===== config.mk =====
export PLATFORM = sky130hd
export DESIGN_NAME = clock_core_multi_alarm_flat
export DESIGN_NICKNAME = d
export VERILOG_FILES = /design/src/rtl/clock_core_multi_alarm_if.sv /design/src/rtl/clock_core_multi_alarm.sv /design/src/flat_wrapper.sv
export SDC_FILE = /design/constraint.sdc
export NUM_CORES = 1
export LEC_CHECK = 0
export CORE_ASPECT_RATIO = 0.5
export CORE_MARGIN = 4
export CORE_UTILIZATION = 35
export CTS_CLUSTER_SIZE = 14
export DETAILED_ROUTE_END_ITERATION = 10
export DONT_BUFFER_PORTS = 1
export SLEW_MARGIN = 20
export SYNTH_ARGS = -nofsm -noshare
export SYNTH_HDL_FRONTEND = slang
export SYNTH_SLANG_ARGS = --single-unit

===== constraint.sdc =====
create_clock -name clk -period 4.18 [get_ports clk]
set_input_delay 1.045 -clock clk [delete_from_list [all_inputs] [get_ports clk]]
set_output_delay 1.045 -clock clk [all_outputs]
set_load 0.005 [all_outputs]

===== src/rtl/clock_core_multi_alarm_if.sv =====
// Button pulses in, display / status out, shared by the clock core and its user.
// master = button and display side, slave = the clock core itself.
interface clock_core_multi_alarm_if #(
   parameter int NUM_ALARMS = 2
);
   logic                  up_pulse;
   logic                  down_pulse;
   logic                  mode_pulse;
   logic                  adjust_pulse;
   logic [23:0]           disp_bcd;
   logic [5:0]            blink_mask;
   logic [2:0]            state;
   logic [3:0]            view_sel;
   logic [NUM_ALARMS-1:0] alarm_en;
   logic                  ring;
   logic [2:0]            ring_src;
   logic                  sec_tick;

   modport master (
      output up_pulse, down_pulse, mode_pulse, adjust_pulse,
      input  disp_bcd, blink_mask, state, view_sel, alarm_en, ring, ring_src, sec_tick
   );

   modport slave (
      input  up_pulse, down_pulse, mode_pulse, adjust_pulse,
      output disp_bcd, blink_mask, state, view_sel, alarm_en, ring, ring_src, sec_tick
   );
endinterface


===== src/rtl/clock_core_multi_alarm.sv =====
// BCD time-of-day clock with mode/edit FSM and NUM_ALARMS HH:MM alarms,
// driving a 6-digit display word and blink mask.
module clock_core_multi_alarm #(
   parameter int CLK_FREQ   = 50000000,
   parameter int NUM_ALARMS = 2,
   parameter int RING_SECS  = 30
) (
   input  logic clk,
   input  logic rst,
   clock_core_multi_alarm_if.slave bus
);
   localparam int PW = (CLK_FREQ > 1) ? $clog2(CLK_FREQ) : 1;
   localparam int IW = (NUM_ALARMS > 1) ? $clog2(NUM_ALARMS) : 1;

   typedef enum logic [2:0] {
      RUN = 3'd0, SET_H = 3'd1, SET_M = 3'd2, SET_S = 3'd3,
      VIEW_ALM = 3'd4, ALM_H = 3'd5, ALM_M = 3'd6
   } state_t;

   function automatic logic [7:0] bcd_inc(input logic [7:0] v, input logic [7:0] top);
      if (v == top) return 8'h00;
      if (v[3:0] == 4'd9) return {v[7:4] + 4'd1, 4'd0};
      return v + 8'd1;
   endfunction

   function automatic logic [7:0] bcd_dec(input logic [7:0] v, input logic [7:0] top);
      if (v == 8'h00) return top;
      if (v[3:0] == 4'd0) return {v[7:4] - 4'd1, 4'd9};
      return v - 8'd1;
   endfunction

   function automatic logic [7:0] bcd_step(input logic [7:0] v, input logic [7:0] top,
                                           input logic up);
      return up ? bcd_inc(v, top) : bcd_dec(v, top);
   endfunction

   state_t                state_q;
   logic [PW-1:0]         presc_q;
   logic [7:0]            hh_q, mm_q, ss_q;
   logic [7:0]            alm_h_q [NUM_ALARMS];
   logic [7:0]            alm_m_q [NUM_ALARMS];
   logic [NUM_ALARMS-1:0] alarm_en_q;
   logic [3:0]            view_q;
   logic                  ring_q;
   logic [2:0]            ring_src_q;
   logic [7:0]            ring_cnt_q;

   logic       in_set, alm_view, tick, carry_s, carry_m;
   logic [7:0] ss_t, mm_t, hh_t;

   assign in_set   = state_q inside {SET_H, SET_M, SET_S};
   assign alm_view = state_q inside {VIEW_ALM, ALM_H, ALM_M};
   // The prescaler is parked in SET_S, so no second can elapse there.
   assign tick     = (presc_q == PW'(CLK_FREQ - 1)) && (state_q != SET_S);
   assign carry_s  = (ss_q == 8'h59);
   assign carry_m  = carry_s && (mm_q == 8'h59);
   assign ss_t     = bcd_inc(ss_q, 8'h59);
   assign mm_t     = carry_s ? bcd_inc(mm_q, 8'h59) : mm_q;
   assign hh_t     = carry_m ? bcd_inc(hh_q, 8'h23) : hh_q;

   // While ringing every button only acknowledges; none reaches the FSM.
   logic any_btn, up_e, dn_e, mode_e, adj_e;
   assign any_btn = bus.up_pulse | bus.down_pulse | bus.mode_pulse | bus.adjust_pulse;
   assign up_e    = bus.up_pulse & ~bus.down_pulse & ~ring_q;
   assign dn_e    = bus.down_pulse & ~bus.up_pulse & ~ring_q;
   assign mode_e  = bus.mode_pulse & ~ring_q;
   assign adj_e   = bus.adjust_pulse & ~ring_q;

   logic [NUM_ALARMS-1:0] hit;
   logic                  match;
   logic [2:0]            match_idx;
   logic [IW-1:0]         sel;

   generate
      for (genvar gi = 0; gi < NUM_ALARMS; gi++) begin : g_match
         assign hit[gi] = alarm_en_q[gi] && (alm_h_q[gi] == hh_t) && (alm_m_q[gi] == mm_t);
      end
   endgenerate

   assign match = tick && carry_s && !in_set && (|hit);

   always_comb begin
      match_idx = 3'd0;
      for (int i = NUM_ALARMS - 1; i >= 0; i--) begin
         if (hit[i]) match_idx = 3'(i);
      end
   end

   assign sel = IW'(view_q - 4'd1);

   assign bus.disp_bcd = alm_view ? {alm_h_q[sel], alm_m_q[sel], 8'h00} : {hh_q, mm_q, ss_q};
   assign bus.state    = state_q;
   assign bus.view_sel = view_q;
   assign bus.alarm_en = alarm_en_q;
   assign bus.ring     = ring_q;
   assign bus.ring_src = ring_src_q;
   assign bus.sec_tick = tick;

   always_comb begin
      case (state_q)
         SET_H, ALM_H: bus.blink_mask = 6'b110000;
         SET_M, ALM_M: bus.blink_mask = 6'b001100;
         SET_S:        bus.blink_mask = 6'b000011;
         default:      bus.blink_mask = 6'b000000;
      endcase
   end

   always_ff @(posedge clk or posedge rst) begin
      if (rst) begin
         state_q    <= RUN;
         presc_q    <= '0;
         hh_q       <= 8'h00;
         mm_q       <= 8'h00;
         ss_q       <= 8'h00;
         alarm_en_q <= '0;
         view_q     <= 4'd0;
         ring_q     <= 1'b0;
         ring_src_q <= 3'd0;
         ring_cnt_q <= 8'd0;
         for (int i = 0; i < NUM_ALARMS; i++) begin
            alm_h_q[i] <= 8'h00;
            alm_m_q[i] <= 8'h00;
         end
      end else begin
         if (state_q == SET_S || tick) presc_q <= '0;
         else                         presc_q <= presc_q + 1'b1;

         if (tick) begin
            ss_q <= ss_t;
            mm_q <= mm_t;
            hh_q <= hh_t;
         end

         if (match) begin
            ring_q     <= 1'b1;
            ring_src_q <= match_idx;
            ring_cnt_q <= 8'(RING_SECS);
         end else if (ring_q && any_btn) begin
            ring_q <= 1'b0;
         end else if (ring_q && tick) begin
            ring_cnt_q <= ring_cnt_q - 8'd1;
            if (ring_cnt_q == 8'd1) ring_q <= 1'b0;
         end

         // Edits are placed after the tick update so they override a carry into the same field.
         case (state_q)
            RUN: begin
               if (mode_e) begin
                  state_q <= VIEW_ALM;
                  view_q  <= 4'd1;
               end else if (adj_e) begin
                  state_q <= SET_H;
               end
            end
            SET_H: begin
               if (adj_e) state_q <= SET_M;
               if (up_e || dn_e) hh_q <= bcd_step(hh_q, 8'h23, up_e);
            end
            SET_M: begin
               if (adj_e) state_q <= SET_S;
               if (up_e || dn_e) mm_q <= bcd_step(mm_q, 8'h59, up_e);
            end
            SET_S: begin
               if (adj_e) state_q <= RUN;
               if (up_e || dn_e) ss_q <= bcd_step(ss_q, 8'h59, up_e);
            end
            VIEW_ALM: begin
               if (mode_e) begin
                  if (view_q == 4'(NUM_ALARMS)) begin
                     state_q <= RUN;
                     view_q  <= 4'd0;
                  end else begin
                     view_q <= view_q + 4'd1;
                  end
               end else if (adj_e) begin
                  state_q <= ALM_H;
               end else if (up_e) begin
                  alarm_en_q[sel] <= ~alarm_en_q[sel];
               end
            end
            ALM_H: begin
               if (adj_e) state_q <= ALM_M;
               if (up_e || dn_e) alm_h_q[sel] <= bcd_step(alm_h_q[sel], 8'h23, up_e);
            end
            ALM_M: begin
               if (adj_e) state_q <= VIEW_ALM;
               if (up_e || dn_e) alm_m_q[sel] <= bcd_step(alm_m_q[sel], 8'h59, up_e);
            end
            default: state_q <= RUN;
         endcase
      end
   end
endmodule


===== src/flat_wrapper.sv =====
// flat-port wrapper written by rule: the top's interface ports become plain ports
module clock_core_multi_alarm_flat 
#(
   parameter int CLK_FREQ   = 50000000,
   parameter int NUM_ALARMS = 2,
   parameter int RING_SECS  = 30
)
  (clk, rst, bus_up_pulse, bus_down_pulse, bus_mode_pulse, bus_adjust_pulse, bus_disp_bcd, bus_blink_mask, bus_state, bus_view_sel, bus_alarm_en, bus_ring, bus_ring_src, bus_sec_tick);
  clock_core_multi_alarm_if #(.NUM_ALARMS(NUM_ALARMS)) bus_i ();
  input  logic clk;
  input  logic rst;
  input wire logic [$bits(bus_i.up_pulse)-1:0] bus_up_pulse;
  input wire logic [$bits(bus_i.down_pulse)-1:0] bus_down_pulse;
  input wire logic [$bits(bus_i.mode_pulse)-1:0] bus_mode_pulse;
  input wire logic [$bits(bus_i.adjust_pulse)-1:0] bus_adjust_pulse;
  output wire logic [$bits(bus_i.disp_bcd)-1:0] bus_disp_bcd;
  output wire logic [$bits(bus_i.blink_mask)-1:0] bus_blink_mask;
  output wire logic [$bits(bus_i.state)-1:0] bus_state;
  output wire logic [$bits(bus_i.view_sel)-1:0] bus_view_sel;
  output wire logic [$bits(bus_i.alarm_en)-1:0] bus_alarm_en;
  output wire logic [$bits(bus_i.ring)-1:0] bus_ring;
  output wire logic [$bits(bus_i.ring_src)-1:0] bus_ring_src;
  output wire logic [$bits(bus_i.sec_tick)-1:0] bus_sec_tick;
  assign bus_i.up_pulse = bus_up_pulse;
  assign bus_i.down_pulse = bus_down_pulse;
  assign bus_i.mode_pulse = bus_mode_pulse;
  assign bus_i.adjust_pulse = bus_adjust_pulse;
  assign bus_disp_bcd = bus_i.disp_bcd;
  assign bus_blink_mask = bus_i.blink_mask;
  assign bus_state = bus_i.state;
  assign bus_view_sel = bus_i.view_sel;
  assign bus_alarm_en = bus_i.alarm_en;
  assign bus_ring = bus_i.ring;
  assign bus_ring_src = bus_i.ring_src;
  assign bus_sec_tick = bus_i.sec_tick;
  clock_core_multi_alarm #(.CLK_FREQ(CLK_FREQ), .NUM_ALARMS(NUM_ALARMS), .RING_SECS(RING_SECS)) u_core (.clk(clk), .rst(rst), .bus(bus_i));
endmodule

# Word level (Yosys, flattened, before mapping)
# Cells that the tools add are included.
[op_classes] bitwise=16 magnitude_cmp=4 reduce_logical=43 addsub=24 n_eq_ne=35 muxes=185
[ops] operator="8-bit 2-to-1 mux" count=80
[ops] operator="1-bit 2-to-1 mux" count=82
[ops] operator="8-bit by 1-bit subtractor with 8-bit output, second input constant" count=6
[ops] operator="8-bit by 1-bit adder with 8-bit output, second input constant" count=5
[ops] operator="8-bit logical NOT" count=5
[ops] operator="16-bit bitwise mux" count=2
[ops] operator="8-bit == test" count=4
[ops] operator="3-bit 2-to-1 mux" count=10
[ops] operator="26-bit by 1-bit adder with 26-bit output, second input constant" count=1
[ops] operator="26-bit == test, second input constant" count=1
[ops] operator="26-bit 2-to-1 mux" count=1
[ops] operator="4-bit by 1-bit adder with 4-bit output, second input constant" count=6
[ops] operator="8-bit by 7-bit == test with 1-bit output, second input constant" count=3
[ops] operator="24-bit 2-to-1 mux" count=1
[ops] operator="3-bit case mux with 7 select lines" count=1
[ops] operator="4-bit == test, second input constant" count=5
[ops] operator="4-bit logical NOT" count=5
[ops] operator="4-bit by 1-bit subtractor with 4-bit output, second input constant" count=5
[ops] operator="6-bit case mux with 3 select lines" count=1
[ops] operator="8-bit by 6-bit == test with 1-bit output, second input constant" count=2
[ops] operator="2-bit by 1-bit inequality test with 1-bit output, second input constant" count=8
[ops] operator="1-bit logical AND" count=13
[ops] operator="4-bit 2-to-1 mux" count=3
[ops] operator="3-bit nonzero test" count=4
[ops] operator="30 further kinds" count=53
[totals] input_bits=6 reg_bits=103 elab_cells=321 out_inout_bits=44

# Logic depth before layout (Yosys ltp)
# Gate-level depths: netlist of run 1.
[depth] word_depth=18 depth_mapped=12 mapped_depth_nobuf=10

# Worst setup path after synthesis of run 1
# No wires, ideal clock.
[synth_path] path_type="register -> register" startpoint="reg u_core.mm_q[5]" endpoint="reg u_core.ring_cnt_q[5]" period_less_slack_ns=3.020 required_ns=4.053 path_slack_ns=1.160 arrival_ns=2.893 path_stages_with_launch=12 setup_time_ns=0.127 path_cell_list="dfrtp_1 -> clkbuf_1 -> inv_1 -> ha_1 -> and3b_1 -> a21oi_1 -> mux2i_4 -> xnor2_1 -> or4_1 -> or4_4 -> o22ai_4 -> nor2_1"
[synth_via] elab_chain_cells=11 word_cells_on_any_way=24 classes_between="2 x add/sub; 6 x eq/ne; 7 x mux; 9 x reduce/logical"
[synth_lines] item="from (decl)" line="clock_core_multi_alarm.sv:39" source="logic [7:0] hh_q, mm_q, ss_q;"
[synth_lines] item="from (signal assigned)" line="clock_core_multi_alarm.sv:130" source="mm_q <= mm_t;"
[synth_lines] item="from (signal assigned)" line="clock_core_multi_alarm.sv:161" source="if (up_e || dn_e) mm_q <= bcd_step(mm_q, 8'h59, up_e);"
[synth_lines] item="4-bit by 1-bit adder with 4-bit output" line="clock_core_multi_alarm.sv:22" source="if (v[3:0] == 4'd9) return {v[7:4] + 4'd1, 4'd0};"
[synth_lines] item="8-bit 2-to-1 mux"
[synth_lines] item="8-bit 2-to-1 mux" line="clock_core_multi_alarm.sv:23" source="return v + 8'd1;"
[synth_lines] item="8-bit 2-to-1 mux" line="clock_core_multi_alarm.sv:22"
[synth_lines] item="8-bit 2-to-1 mux" line="clock_core_multi_alarm.sv:58" source="assign mm_t = carry_s ? bcd_inc(mm_q, 8'h59) : mm_q;"
[synth_lines] item="8-bit == test" line="clock_core_multi_alarm.sv:76" source="assign hit[gi] = alarm_en_q[gi] && (alm_h_q[gi] == hh_t) && (alm_m_q[gi] == mm_t);"
[synth_lines] item="1-bit logical AND" line="clock_core_multi_alarm.sv:76"
[synth_lines] item="2-bit OR reduction (*)" line="clock_core_multi_alarm.sv:80" source="assign match = tick && carry_s && !in_set && (|hit);"
[synth_lines] item="1-bit logical AND (*)" line="clock_core_multi_alarm.sv:80"
[synth_lines] item="2-bit by 1-bit inequality test with 1-bit output (no source line) / 2-bit nonzero test (equally long branches)"
[synth_lines] item="2-bit AND reduction (no source line)"
[synth_lines] item="to (signal assigned)" line="clock_core_multi_alarm.sv:137" source="ring_cnt_q <= 8'(RING_SECS);"
[synth_lines] item="to (signal assigned)" line="clock_core_multi_alarm.sv:141" source="ring_cnt_q <= ring_cnt_q - 8'd1;"
[synth_lines] item="to (decl)" line="clock_core_multi_alarm.sv:46" source="logic [7:0] ring_cnt_q;"
# Mark *: on every way between the ends. The rest lies on a longest branch, timed or not.
# A chain may end at the register's enable or synchronous reset.

# Final worst setup path of run 1
[layout_path] startpoint="reg u_core.ss_q[1]" endpoint="reg u_core.ring_cnt_q[5]"
[layout_via] elab_chain_cells=10 word_cells_on_any_way=20 classes_between="6 x eq/ne; 3 x mux; 11 x reduce/logical"
[layout_lines] item="from (decl)" line="clock_core_multi_alarm.sv:39"
[layout_lines] item="from (signal assigned)" line="clock_core_multi_alarm.sv:129" source="ss_q <= ss_t;"
[layout_lines] item="from (signal assigned)" line="clock_core_multi_alarm.sv:165" source="if (up_e || dn_e) ss_q <= bcd_step(ss_q, 8'h59, up_e);"
[layout_lines] item="8-bit by 7-bit == test with 1-bit output (*)" line="clock_core_multi_alarm.sv:55" source="assign carry_s = (ss_q == 8'h59);"
[layout_lines] item="1-bit logical AND" line="clock_core_multi_alarm.sv:56" source="assign carry_m = carry_s && (mm_q == 8'h59);"
[layout_lines] item="8-bit 2-to-1 mux" line="clock_core_multi_alarm.sv:59" source="assign hh_t = carry_m ? bcd_inc(hh_q, 8'h23) : hh_q;"
[layout_lines] item="8-bit == test" line="clock_core_multi_alarm.sv:76"
[layout_lines] item="1-bit logical AND (2 in series)" line="clock_core_multi_alarm.sv:76"
[layout_lines] item="2-bit OR reduction" line="clock_core_multi_alarm.sv:80"
[layout_lines] item="1-bit logical AND (*)" line="clock_core_multi_alarm.sv:80"
[layout_lines] item="2-bit by 1-bit inequality test with 1-bit output (no source line) / 2-bit nonzero test (equally long branches)"
[layout_lines] item="2-bit AND reduction (no source line)"
# Marked as above.

==> out/metrics.sh, run 1 <==
RUN_STATUS='complete, no violations'
TIMING.HOLD.WORST.CLASS='reg -> reg'
WORSTSKEWPAIRLATENCY_NS=0.37
FF2FF_SETUP_SLACK_NS=0.66
SYNTH_AREA_LEADER_CELL='sky130_fd_sc_hd__dfrtp_1'
DETAIL_ROUTE.WL_PER_CELL_UM=19.1
HOLDCRITSTARTPOINT='u_core.presc_q[0]'
PLACE.PORT_BUFFERS=0
CRIT_REQUIRED_NS=4.42
PWR-SHARE-CLK_PCT=15.0
YOSYS_WARNINGS=0
ASYNCSETRESETFLOPFRACSYNTH_PCT=100
CTS_INSERTED_BUFFERS=9
WORSTSETUPSTARTPOINTTYPE='register'
SETUP_TNS_NS=0
DIE_H_UM=118
VDD_DROP_MAX_uV=223
AVGSYNTHCELLAREA_UM2=8.07
GR-TOTAL-OVERFLOW=0
DETAILEDROUTE.FIRSTITERATIONVIOLATIONS=602
CTS.REPORTEDPATHS.CLKPINSLEW_NS=0.07
ANTENNA_CELLS=0
NETLIST_TOP_CELLS_COUNT='sky130_fd_sc_hd__nor2_1, sky130_fd_sc_hd__dfrtp_1, sky130_fd_sc_hd__nand2_1'
POSTCTSSETUPREPAIRBUFS=0
FMAX_MHz=284
GRT_START_MAX_NET_PINS=62
PWR_DENSITY_CELL_nW_PER_UM2=686
TRITONCTS='built'
TIMING.RR.START='u_core.ss_q[1]'
LAYOUTNONFILLERINSTCOUNT=1352
DRIVE_GT1_SHARE_PCT=8.78
DETAILED_PLACE_HPWL_MM=19.8
CLOCK_TREE.HTREE_LEVEL_COUNT=3
PLACE_CONGESTION=0.928
COUNT_OF_FLIP_FLOPS_WITH_A_BUILT_IN_ENABLE_AFTER_SYNTHESIS=0
PLACEMENTROWS=40
POST_CTS_RESIZED=0
GRT_SETUP_UNREPAIRED='false'
SYN_INST=1055
YS_TOP_CELLS_BY_AREA='sky130_fd_sc_hd__dfrtp_1, sky130_fd_sc_hd__nor2_1, sky130_fd_sc_hd__ha_1, sky130_fd_sc_hd__mux2_2, sky130_fd_sc_hd__o21ai_0'
CTSHOLDBUFFERS=0
SETUP_VIOL=0
STATIC_LEAKAGE_nW=3.90
MULTIINPUTGATEAREA_UM2=5590
SETUP.WORST_PATH.CLASS='reg -> reg'
IOS=50
FINISH.UTILIZATION_PCT=38.2
FLOORPLAN.DIE_AREA_UM2=27000
CP.ARRIVAL_NS=3.77
POWER_SWITCHING_SHARE_PCT=50.0
DRT_DRC=0
SHARE_SEQ_OF_TOTAL_POWER_PCT=28.4
FIRST_GLOBAL_VIAS=7527
TOP_AREA_CELL_TYPE_SHARE_OF_THE_NETLIST_AREA_PCT=29.7
MAX-CLOCK-PATH-BUFFERS=2
CTS_ROOT_BUFFER='sky130_fd_sc_hd__clkbuf_16'
FF_LATCH_AREA_UM2=2530
SKEW_NS=0.00901
SYN_AREA_UM2=8510
WORST_HOLD_SLACK_NS=0.510
DIE_W_UM=229
FP.COREAREA_UM2=24000
SYNTH_CELL_TYPES=73
CLKSINKCOUNT=101
PATH_MAX_FANOUT=10
POWER_SWITCHING_W=0.00314
SYNTH-SEQ-CELLS=101
LAYOUT_MIN_CYCLE_TIME_NS=3.52
GROUTE.USAGE.OVERALL_PCT=19.0
COMBPWRFRAC_PCT=56.5
FLOORPLAN.INITIALDENSITY_PCT=35.5
VIA_COUNT=7846
SYNTH_FLOP_TYPE='sky130_fd_sc_hd__dfrtp_1'
DETAILEDROUTE.FIRSTPASSITERATIONCOUNT=5
ROUTED_VIA_DENSITY=5.80
MAXCAPVIOLCOUNT=0
CRITICAL_PATH.ENDPOINT_TYPE='register'
CELL_INTERNAL_PWR_W=0.00315
TOTAL_WIRE_LENGTH_MM=25.9
SYNTH-SEQ-AREA-SHARE_PCT=29.7
GROUTE.LAYER.MET2.USAGE_PCT=31.1
GRT_ANTENNA_BEFORE_REPAIR=0
LEADING_CELL_TYPE_BY_NUMBER_OF_INSTANCES_AFTER_SYNTHESIS='sky130_fd_sc_hd__nor2_1'
GRT.BUSIEST_LAYER='met2'
FINALCRITPERIODSHARE_PCT=84.3
STARTPOINT='u_core.ss_q[1]'
GLOBAL_ROUTE_WIRE_LENGTH_BEFORE_REPAIR_MM=41.6
PLACED_CELLS=1337
GRTUSAGEMET3_PCT=3.42
TIMING.SLEW.HEADROOM_PCT=36.3
SYN_TO_FINAL_GROWTH_PCT=7.66
GROUTE.LAYER.MET1.USAGE_PCT=25.5
FINALMAXSLEWVIOLATIONS=0
FILLERS=2383
ANT_NETS=0
HOLD_VIOL_FINAL=0
POWER.TOTAL_W=0.00629
MAX_SLEW.WORST_PIN.SLEW_NS=0.952
NUM-NETS-FINAL=1074
## final timing paths
check,end,cells after the start
worst max-delay path,u_core.ring_cnt_q[5],10
worst min-delay path,u_core.presc_q[0],1
worst max register to register,u_core.ring_cnt_q[5],10
worst min register to register,u_core.presc_q[0],1
max in group asynchronous,u_core.bus.view_sel[2],2
min in group asynchronous,u_core.presc_q[20],1
## state kept, by name (all words and copies together) (netlist names)
name                 count
u_core.ring_cnt_q        8
u_core.bus.ring          1
u_core.alm_m_q          16
u_core.ss_q              8
u_core.bus.alarm_en      2
u_core.hh_q              8
u_core.alm_h_q          16
u_core.bus.state         3
u_core.mm_q              8
u_core.presc_q          26
u_core.bus.ring_src      1
u_core.bus.view_sel      4
## cells in the final DEF, fill, tap and decap left out, types with 18 or more instances in the layout
master | netlist | routed
sky130_fd_sc_hd__o21ai_0 | 77 | 77
sky130_fd_sc_hd__o22ai_1 | 18 | 18
sky130_fd_sc_hd__nand3_1 | 31 | 31
sky130_fd_sc_hd__mux2i_1 | 26 | 26
sky130_fd_sc_hd__nand2_1 | 83 | 83
sky130_fd_sc_hd__nor2_1 | 135 | 134
sky130_fd_sc_hd__mux2_2 | 35 | 35
sky130_fd_sc_hd__and3_1 | 21 | 21
sky130_fd_sc_hd__buf_4 | 6 | 25
sky130_fd_sc_hd__xor2_1 | 38 | 38
sky130_fd_sc_hd__xnor2_1 | 36 | 36
sky130_fd_sc_hd__dfrtp_1 | 101 | 101
sky130_fd_sc_hd__inv_1 | 37 | 36
sky130_fd_sc_hd__ha_1 | 35 | 35
sky130_fd_sc_hd__a21oi_1 | 75 | 75
sky130_fd_sc_hd__nor3_1 | 38 | 38
## worst max-delay path: stages (launching register included)
cell	delay, ns
sky130_fd_sc_hd__dfrtp_1	0.43
sky130_fd_sc_hd__inv_1	0.13
sky130_fd_sc_hd__ha_1	0.24
sky130_fd_sc_hd__and3b_1	0.48
sky130_fd_sc_hd__nand2_1	0.26
sky130_fd_sc_hd__o21ai_0	0.25
sky130_fd_sc_hd__xor2_1	0.11
sky130_fd_sc_hd__or4_1	0.52
sky130_fd_sc_hd__or4_4	0.55
sky130_fd_sc_hd__o22ai_4	0.32
sky130_fd_sc_hd__nor2_1	0.10
## metal layers
layer	share of wire, %	wire, µm
met1	45	11700
met2	47	12100
met3	5.9	1540
met4	2.1	532
met5	0	0
## layout make-up
class	count	area share [%]
Tap cell	315	4.30
Inverter	38	1.58
Sequential cell	101	27.6
Clock inverter	4	0.846
Timing Repair Buffer	25	2.05
Multi-Input combinational cell	858	61.0
Clock buffer	11	2.65
## power groups by stage
stage | logic, W | registers, W | clock network [W]
3_5_place_dp | 0.00350 | 0.00180 | 0
5_1_grt | 0.00394 | 0.00185 | 0.00101
6_report | 0.00356 | 0.00179 | 0.000946
4_1_cts | 0.00352 | 0.00178 | 0.000978
2_1_floorplan | 0.00282 | 0.00152 | 0
3_3_place_gp | 0.00345 | 0.00179 | 0
## metrics by stage
stage,setup slack (ns),instance area [µm²]
after global placement,0.814,8840
after global routing,0.416,9170
after CTS,0.679,9170
final,0.656,9170
after floorplan,0.488,8520
after detailed placement,0.698,8840
## cell families (layout without fill, tap and decap cells)
kind of cell	after synthesis	in the layout	share of synthesized area (%)
flops	101	101	29.7
other cells	1	2	0.0440
simple gates	422	422	25.2
buf+inv	97	78	4.81
compound gates	261	261	19.0
mux	62	62	7.95
fa+ha+maj	35	35	5.14
xor+xnor	76	76	8.14
Note: power is estimated with default switching activity, not from simulation.
==> inputs of run 2 (changes only) <==
==> constraint.sdc (replaced) <==
create_clock -name clk -period 2.8 [get_ports clk]
set_input_delay 0.7 -clock clk [delete_from_list [all_inputs] [get_ports clk]]
set_output_delay 0.7 -clock clk [all_outputs]
set_load 0.005 [all_outputs]
==> run 2 against run 1 <==
- the flow now finishes with violations (setup timing)
- worst hold slack got worse by 0.16 ns
- clock power grew 43%
- combinational power is 96% higher
- core utilization up 5.7 points
- final cell count grew 11%
- critical path depth increased by 1
- maximum frequency increased by 22%
- sequential share of layout area fell by 3.6 points
- flip-flop and latch count unchanged
==> out/metrics.sh, run 2 (same netlist as run 1, synthesis figures left out) <==
POWER_SWITCHING_W=0.00509  # +62%
CTSHOLDBUFFERS=0  # unchanged
COMMONEST_CELLS_AFTER_ROUTING_FILL_AND_TAPS_ASIDE='sky130_fd_sc_hd__buf_4, sky130_fd_sc_hd__nor2_1, sky130_fd_sc_hd__dfrtp_1'
WORST_R2R_PATH_DEPTH=11  # +1
SHARE_SEQ_OF_TOTAL_POWER_PCT=22.1  # -6.3 points
CP_NUM_CELLS=11  # +1
FINAL_CELL_AREA_UM2=10500  # +15%
DRIVE_GT1_SHARE_PCT=23.3  # +14 points
CP.ARRIVAL_NS=3.18  # -0.59 ns
CRITPATHTOPFAMILY='simple AND/OR/NAND/NOR gates'
GR-TOTAL-OVERFLOW=0  # unchanged
CLKSINKCOUNT=101  # unchanged
TRITONCTS='built'
MAX_FLOP_REGISTER='u_core.presc_q'
LAYOUTNONFILLERINSTCOUNT=1497  # +11%
CLOCK_TREE.HTREE_LEVEL_COUNT=3  # unchanged
CRIT_REQUIRED_NS=3.10  # -1.32 ns
PLACE_CONGESTION=1.03  # +11%
DIE_W_UM=229  # unchanged
CTS_ROOT_BUFFER='sky130_fd_sc_hd__clkbuf_16'
DETAIL_ROUTE.WL_PER_CELL_UM=19.1  # -0.23%
FMAX_MHz=347  # +22%
CTS.REPORTEDPATHS.CLKPINSLEW_NS=0.08  # about the same
CRIT_PATH_MAX_INCR_DELAY_NS=0.52  # -0.03 ns
LAYOUT_TOP_REGISTERS='u_core.presc_q (26), u_core.alm_h_q (16), u_core.alm_m_q (16)'
FINALCRITPERIODSHARE_PCT=103  # +19 points
COMBPWRFRAC_PCT=65.2  # +8.7 points
TIMING.RR.START='u_core.mm_q[1]'
DETAILEDROUTE.FIRSTPASSITERATIONCOUNT=5  # unchanged
STARTPOINT='u_core.mm_q[1]'
RR_ENDPOINT='u_core.ring_cnt_q[4]'
FLOORPLAN.DIE_AREA_UM2=27000  # unchanged
CRIT_PATH_CELL_TRACE='inv_2, ha_4, mux2_4, nand4_4, mux2i_4, xnor2_1, or4_1, or4_4, o22ai_4, buf_12, nand2b_1'
FAILING_CHECKS='setup timing'
RUN_STATUS='finished, violations left'
TIMING.SLEW.HEADROOM_PCT=61.4  # +25 points
PLACEMENTROWS=40  # unchanged
DIE_H_UM=118  # unchanged
GRT_START_MAX_NET_PINS=102  # +65%
WORSTSETUPSTARTPOINTTYPE='register'
MOSTFREQUENTLAYOUTCELL='sky130_fd_sc_hd__buf_4'
PLACE.PORT_BUFFERS=0  # unchanged
TIMING.HOLD.WORST.CLASS='in -> async'
POWER_SWITCHING_SHARE_PCT=47.7  # -2.3 points
SETUP_VIOL=9  # +9
CELL_INTERNAL_PWR_W=0.00559  # +78%
TOTAL_WIRE_LENGTH_MM=28.6  # +10%
LARGEST_REGISTER_FFS=26  # unchanged
CP_NUM_BUF_INV=2  # +1
VIA_COUNT=8474  # +8.0%
FP.COREAREA_UM2=24000  # unchanged
CTS_INSERTED_BUFFERS=9  # unchanged
GLOBAL_ROUTE_WIRE_LENGTH_BEFORE_REPAIR_MM=45.3  # +8.8%
FF2FF_SETUP_SLACK_NS=-0.08  # -0.74 ns
CP-ENDPOINT='u_core.ring_cnt_q[4]'
PATH_MAX_FANOUT=9  # -1
PLACE_AREA_UM2=10000  # +13%
MAXCAPVIOLCOUNT=0  # unchanged
PLACED_CELLS=1476  # +10%
DRT_DRC=0  # unchanged
LAYOUT_MIN_CYCLE_TIME_NS=2.88  # -0.642 ns
SKEW_NS=0.0114  # +0.00236 ns
PWR_DENSITY_CELL_nW_PER_UM2=1010  # +48%
WORSTSKEWPAIRLATENCY_NS=0.37  # about the same
GROUTE.USAGE.OVERALL_PCT=20.8  # +1.8 points
CRIT_PATH_TOP_DELAY_CELL='sky130_fd_sc_hd__or4_1'
IOS=50  # unchanged
DETAILED_PLACE_HPWL_MM=22.4  # +13%
PWR-SHARE-CLK_PCT=12.7  # -2.3 points
MAX-CLOCK-PATH-BUFFERS=2  # unchanged
ROUTED_VIA_DENSITY=5.66  # -2.5%
CRITICAL_PATH.ENDPOINT_TYPE='register'
ANTENNA_CELLS=0  # unchanged
ANT_NETS=0  # unchanged
FIRST_GLOBAL_VIAS=8215  # +9.1%
TIMING.FINAL.WS_SETUP_NS=-0.0818  # -0.738 ns
SYN_TO_FINAL_GROWTH_PCT=23.8
PLACE_WORST_SETUP_SLACK_NS=-0.175  # -0.873 ns
GRT_ANTENNA_BEFORE_REPAIR=0  # unchanged
HOLD_VIOL_FINAL=0  # unchanged
MAX_SLEW.WORST_PIN.SLEW_NS=0.577  # -0.376 ns
SETUP.WORST_PATH.CLASS='reg -> reg'
STATIC_LEAKAGE_nW=4.65  # +19%
GRT_SETUP_UNREPAIRED='true'
FLOORPLAN.INITIALDENSITY_PCT=35.5  # unchanged
DETAILEDROUTE.FIRSTITERATIONVIOLATIONS=741  # +23%
NUM-NETS-FINAL=1218  # +13%
FINALMAXSLEWVIOLATIONS=0  # unchanged
VDD_DROP_MAX_uV=367  # +65%
run 2: cell count changes in the layout (fill, tap and decap cells not counted), moves of 4 or more:
| cell | change |
|---|---|
| sky130_fd_sc_hd__nor2_2 | +4 |
| sky130_fd_sc_hd__ha_1 | -5 |
| sky130_fd_sc_hd__nor2_1 | -4 |
| sky130_fd_sc_hd__ha_4 | +4 |
| sky130_fd_sc_hd__inv_1 | -4 |
| sky130_fd_sc_hd__buf_4 | +138 |
| sky130_fd_sc_hd__buf_12 | +5 |
run 2: layout make-up:
cell class              instances  area, µm²
clock buffers                  10        239
clock inverters                 6       80.1
fillers                      2348      13400
inverters                      38        149
multi-input cells             858       5810
flip-flops and latches        101       2530
well taps                     315        394
repair buffers                169       1340
run 2: power groups by stage:
stage	clock (W)	sequential (W)	combinational (W)
after global routing	0.00145	0.00242	0.00762
after detailed placement	0	0.00237	0.00666
after floorplan	0	0.00229	0.00427
final	0.00135	0.00236	0.00697
after global placement	0	0.00235	0.00659
after CTS	0.00139	0.00235	0.00672
run 2: worst min-delay path by stage:
stage,from,to,cells past startpoint
detailed placement,u_core.ring_cnt_q[1],u_core.ring_cnt_q[1],2
CTS,rst,u_core.bus.view_sel[1],2
floorplan,u_core.presc_q[0],u_core.presc_q[0],1
finish,rst,u_core.bus.view_sel[1],2
global route,rst,u_core.bus.view_sel[1],2
global placement,u_core.ring_cnt_q[1],u_core.ring_cnt_q[1],2
run 2: what timing repair did:
action	CTS	global route
pin swaps	1	7
buffers inserted	2	3
gates resized for setup	5	32
endpoints found under the setup margin	10	19
run 2: per-stage QoR:
step	total power, W	TNS [ns]	hold WS [ns]	utilization, %
detailed placement	0.00903	-1.38	0.524	41.7
global placement	0.00894	-1.15	0.508	41.7
finish	0.0107	-0.569	0.351	43.9
CTS	0.0105	-0.305	0.385	43.2
floorplan	0.00656	0	0.476	-
global route	0.0115	-1.63	0.398	43.9
run 2: routing by layer:
metal | track usage (%) | vias up | share of wire, %
li1 | - | 4058 | -
met1 | 27.0 | 4112 | 45
met2 | 35.3 | 259 | 47
met3 | 4.46 | 45 | 5.5
met4 | 5.16 | 0 | 2.0
met5 | 0 | - | 0
==> inputs of run 3 (changes only) <==
--- a/config.mk
+++ b/config.mk
@@ -6,7 +6,6 @@
 export NUM_CORES = 1
 export LEC_CHECK = 0
 export CORE_ASPECT_RATIO = 0.5
-export CORE_MARGIN = 4
 export CORE_UTILIZATION = 35
 export CTS_CLUSTER_SIZE = 14
 export DETAILED_ROUTE_END_ITERATION = 10
==> run 3 against run 2 <==
- the run still ends with setup timing left
- worst setup slack got worse by 0.059 ns
- via count rose by 0.31%
- clock skew fell by 0.00068 ns
- register-to-register slack got worse by 0.06 ns
- non-clock buffer count fell by 3
- maximum frequency fell by 2.0%
- sequential power barely moved
- count of clock-buffer cells in the layout did not move
==> out/metrics.sh, run 3 (same netlist as run 1, synthesis figures left out) <==
PLACE.PORT_BUFFERS=0  # unchanged
SETUP.WORST_PATH.CLASS='reg -> reg'
PWR-SHARE-CLK_PCT=12.8  # about the same
PLACE_CONGESTION=1.02  # -1.0%
GRT_START_MAX_NET_PINS=102  # unchanged
STARTPOINT='u_core.mm_q[1]'
GROUTE.USAGE.OVERALL_PCT=22.0  # +1.3 points
COMBPWRFRAC_PCT=64.9  # -0.3 points
FINALCRITPERIODSHARE_PCT=105  # +2.1 points
FINAL_CELL_AREA_UM2=10500  # -0.64%
DETAILEDROUTE.FIRSTPASSITERATIONCOUNT=4  # -1
FAILING_CHECKS='setup timing'
CRITPATHMOSTFREQUENTCELL='sky130_fd_sc_hd__a2111o_1'
DRIVE_GT1_SHARE_PCT=22.7  # -0.53 points
MAX-CLOCK-PATH-BUFFERS=2  # unchanged
RUN_STATUS='finished, violations left'
MAXCAPVIOLCOUNT=0  # unchanged
STATIC_LEAKAGE_nW=4.61  # -0.75%
POWER_SWITCHING_W=0.00507  # -0.49%
CLKSINKCOUNT=101  # unchanged
TIMING.SLEW.HEADROOM_PCT=39.0  # -22 points
SKEW_NS=0.0107  # -0.000685 ns
LAYOUTNONFILLERINSTCOUNT=1486  # -0.73%
PLACEMENTROWS=39  # -2.5%
DETAILEDROUTE.FIRSTITERATIONVIOLATIONS=617  # -17%
GR-TOTAL-OVERFLOW=0  # unchanged
FILLERS=2338  # -0.43%
PLACED_CELLS=1465  # -0.75%
MULTIINPUTGATEAREA_UM2=5780  # -0.56%
ANT_NETS=0  # unchanged
WORSTSETUPSTARTPOINTTYPE='register'
VDD_DROP_MAX_uV=349  # -5.1%
FF2FF_SETUP_SLACK_NS=-0.14  # -0.06 ns
DETAIL_ROUTE.WL_PER_CELL_UM=18.6  # -2.3%
ROUTED_VIA_DENSITY=5.72  # +1.0%
CTS_ROOT_BUFFER='sky130_fd_sc_hd__clkbuf_16'
TIMING.RR.START='u_core.mm_q[1]'
DETAILED_PLACE_HPWL_MM=21.6  # -3.5%
CELL_INTERNAL_PWR_W=0.00548  # -2.0%
FF_LATCH_AREA_UM2=2530  # unchanged
LAYOUT_MIN_CYCLE_TIME_NS=2.94  # +0.0585 ns
MAX_SLEW.WORST_PIN.SLEW_NS=0.908  # +0.331 ns
COMMONEST_CELLS_AFTER_ROUTING_FILL_AND_TAPS_ASIDE='sky130_fd_sc_hd__buf_4, sky130_fd_sc_hd__nor2_1, sky130_fd_sc_hd__dfrtp_1'
FMAX_MHz=340  # -2.0%
FIRST_GLOBAL_VIAS=8174  # -0.50%
MAX_FLOP_REGISTER='u_core.presc_q'
CRIT_PATH_MAX_INCR_DELAY_NS=0.44  # -0.08 ns
CRIT_PATH_CELL_TRACE='inv_2, ha_4, nand3b_1, nor4_4, buf_4, o221ai_2, a2111o_1, a2111o_1, or4_4, o22ai_4, buf_12, nand2b_1'
IOS=50  # unchanged
PLACE_AREA_UM2=9970  # -0.33%
TIMING.FINAL.WS_SETUP_NS=-0.140  # -0.0585 ns
ANTENNA_CELLS=0  # unchanged
FLOORPLAN.INITIALDENSITY_PCT=36.5  # +0.99 points
SETUP_TNS_NS=-1.16  # -0.589 ns
DRT_DRC=0  # unchanged
NUM-NETS-FINAL=1215  # -0.25%
TIMING.HOLD.WORST.CLASS='in -> async'
DIE_H_UM=112  # -5.1%
FINALMAXSLEWVIOLATIONS=0  # unchanged
TOTAL_WIRE_LENGTH_MM=27.7  # -3.0%
LARGEST_REGISTER_FFS=26  # unchanged
FP.COREAREA_UM2=23300  # -2.7%
RR_ENDPOINT='u_core.ring_cnt_q[1]'
GRT_ANTENNA_BEFORE_REPAIR=0  # unchanged
CLOCK_TREE.HTREE_LEVEL_COUNT=3  # unchanged
WORST_R2R_PATH_DEPTH=12  # +1
MOSTFREQUENTLAYOUTCELL='sky130_fd_sc_hd__buf_4'
SHARE_SEQ_OF_TOTAL_POWER_PCT=22.2  # about the same
PLACE_WORST_SETUP_SLACK_NS=-0.233  # -0.0577 ns
SYN_TO_FINAL_GROWTH_PCT=23.0
GLOBAL_ROUTE_WIRE_LENGTH_BEFORE_REPAIR_MM=43.8  # -3.2%
CTS_INSERTED_BUFFERS=9  # unchanged
HOLD_VIOL_FINAL=0  # unchanged
PWR_DENSITY_CELL_nW_PER_UM2=1010  # -0.66%
DIE_W_UM=223  # -2.6%
FLOORPLAN.DIE_AREA_UM2=25000  # -7.6%
SETUP_VIOL=9  # unchanged
PATH_MAX_FANOUT=9  # unchanged
FINISH.UTILIZATION_PCT=44.9  # +0.93 points
POWER_SWITCHING_SHARE_PCT=48.1  # +0.39 points
CRIT_PATH_TOP_DELAY_CELL='sky130_fd_sc_hd__or4_4'
CRITICAL_PATH.ENDPOINT_TYPE='register'
WORSTSKEWPAIRLATENCY_NS=0.36  # about the same
CRIT_REQUIRED_NS=3.09  # about the same
CTS.REPORTEDPATHS.CLKPINSLEW_NS=0.08  # about the same
VIA_COUNT=8500  # +0.31%
CP-ENDPOINT='u_core.ring_cnt_q[1]'
CP.ARRIVAL_NS=3.24  # +0.06 ns
GRT_SETUP_UNREPAIRED='true'
LAYOUT_TOP_REGISTERS='u_core.presc_q (26), u_core.alm_h_q (16), u_core.alm_m_q (16)'
TRITONCTS='built'
-- run 3: cell count changes in the layout (fill, tap and decap cells not counted), moves of 2 or more --
cell | previous run | this run
sky130_fd_sc_hd__a211oi_1 | 4 | 6
sky130_fd_sc_hd__a211oi_2 | 3 | 1
sky130_fd_sc_hd__buf_4 | 163 | 160
sky130_fd_sc_hd__inv_8 | 0 | 2
sky130_fd_sc_hd__mux2i_2 | 1 | 4
sky130_fd_sc_hd__mux2i_4 | 3 | 1
sky130_fd_sc_hd__nor2_1 | 130 | 132
sky130_fd_sc_hd__nor2_2 | 5 | 2
sky130_fd_sc_hd__nor3_1 | 36 | 38
sky130_fd_sc_hd__nor3_2 | 2 | 0
sky130_fd_sc_hd__xnor2_1 | 33 | 35
-- run 3: per-stage QoR --
stage | power (W) | hold WS (ns)
detailed placement | 0.00893 | 0.524
global placement | 0.00881 | 0.511
global route | 0.0113 | 0.420
finish | 0.0105 | 0.372
floorplan | 0.00656 | 0.476
CTS | 0.0103 | 0.397
-- run 3: layout make-up --
class | instances | share of cell area, %
multi-input cells | 858 | 55.2
flip-flops and latches | 101 | 24.1
repair buffers | 166 | 12.5
well taps | 307 | 3.67
clock buffers | 10 | 2.28
inverters | 38 | 1.42
clock inverters | 6 | 0.741
-- run 3: how the worst min path moves through the flow --
stage,startpoint,to,slack [ns]
global placement,u_core.ring_cnt_q[1],u_core.ring_cnt_q[1],0.51
detailed placement,u_core.ring_cnt_q[1],u_core.ring_cnt_q[1],0.52
floorplan,u_core.presc_q[0],u_core.presc_q[0],0.48
CTS,rst,u_core.bus.view_sel[0],0.40
finish,rst,u_core.bus.alarm_en[1],0.37
global route,rst,u_core.bus.alarm_en[1],0.42
-- run 3: timing repair --
item                       4_1_cts  5_1_grt
hold buffers                     0        0
pin swaps                        3        6
buffers inserted                 4        1
gates resized for setup          5       25
setup endpoints to repair       10       26
-- run 3: power groups by stage --
stage,Sequential (W),Combinational [W],Clock (W)
after CTS,0.00233,0.00664,0.00138
after detailed placement,0.00235,0.00657,0
after global routing,0.00240,0.00744,0.00144
after floorplan,0.00229,0.00427,0
after global placement,0.00233,0.00647,0
final,0.00235,0.00685,0.00135
-- run 3: worst max-delay path: cells and delay by family, from the launching register on --
kind,cells,cell delay (ns)
flip-flops,1,0.40
buffers and inverters,3,0.41
adder cells (fa/ha/maj),1,0.15
AND/OR/NAND/NOR,4,1.07
AO/OA/AOI/OAI,4,0.84
-- run 3: metal layers --
metal	vias to the layer above	GRT usage, %	routed length (µm)
li1	4041	-	-
met1	4108	29.6	12500
met2	306	36.2	12800
met3	45	3.93	1780
met4	0	6.80	635
met5	-	0	0
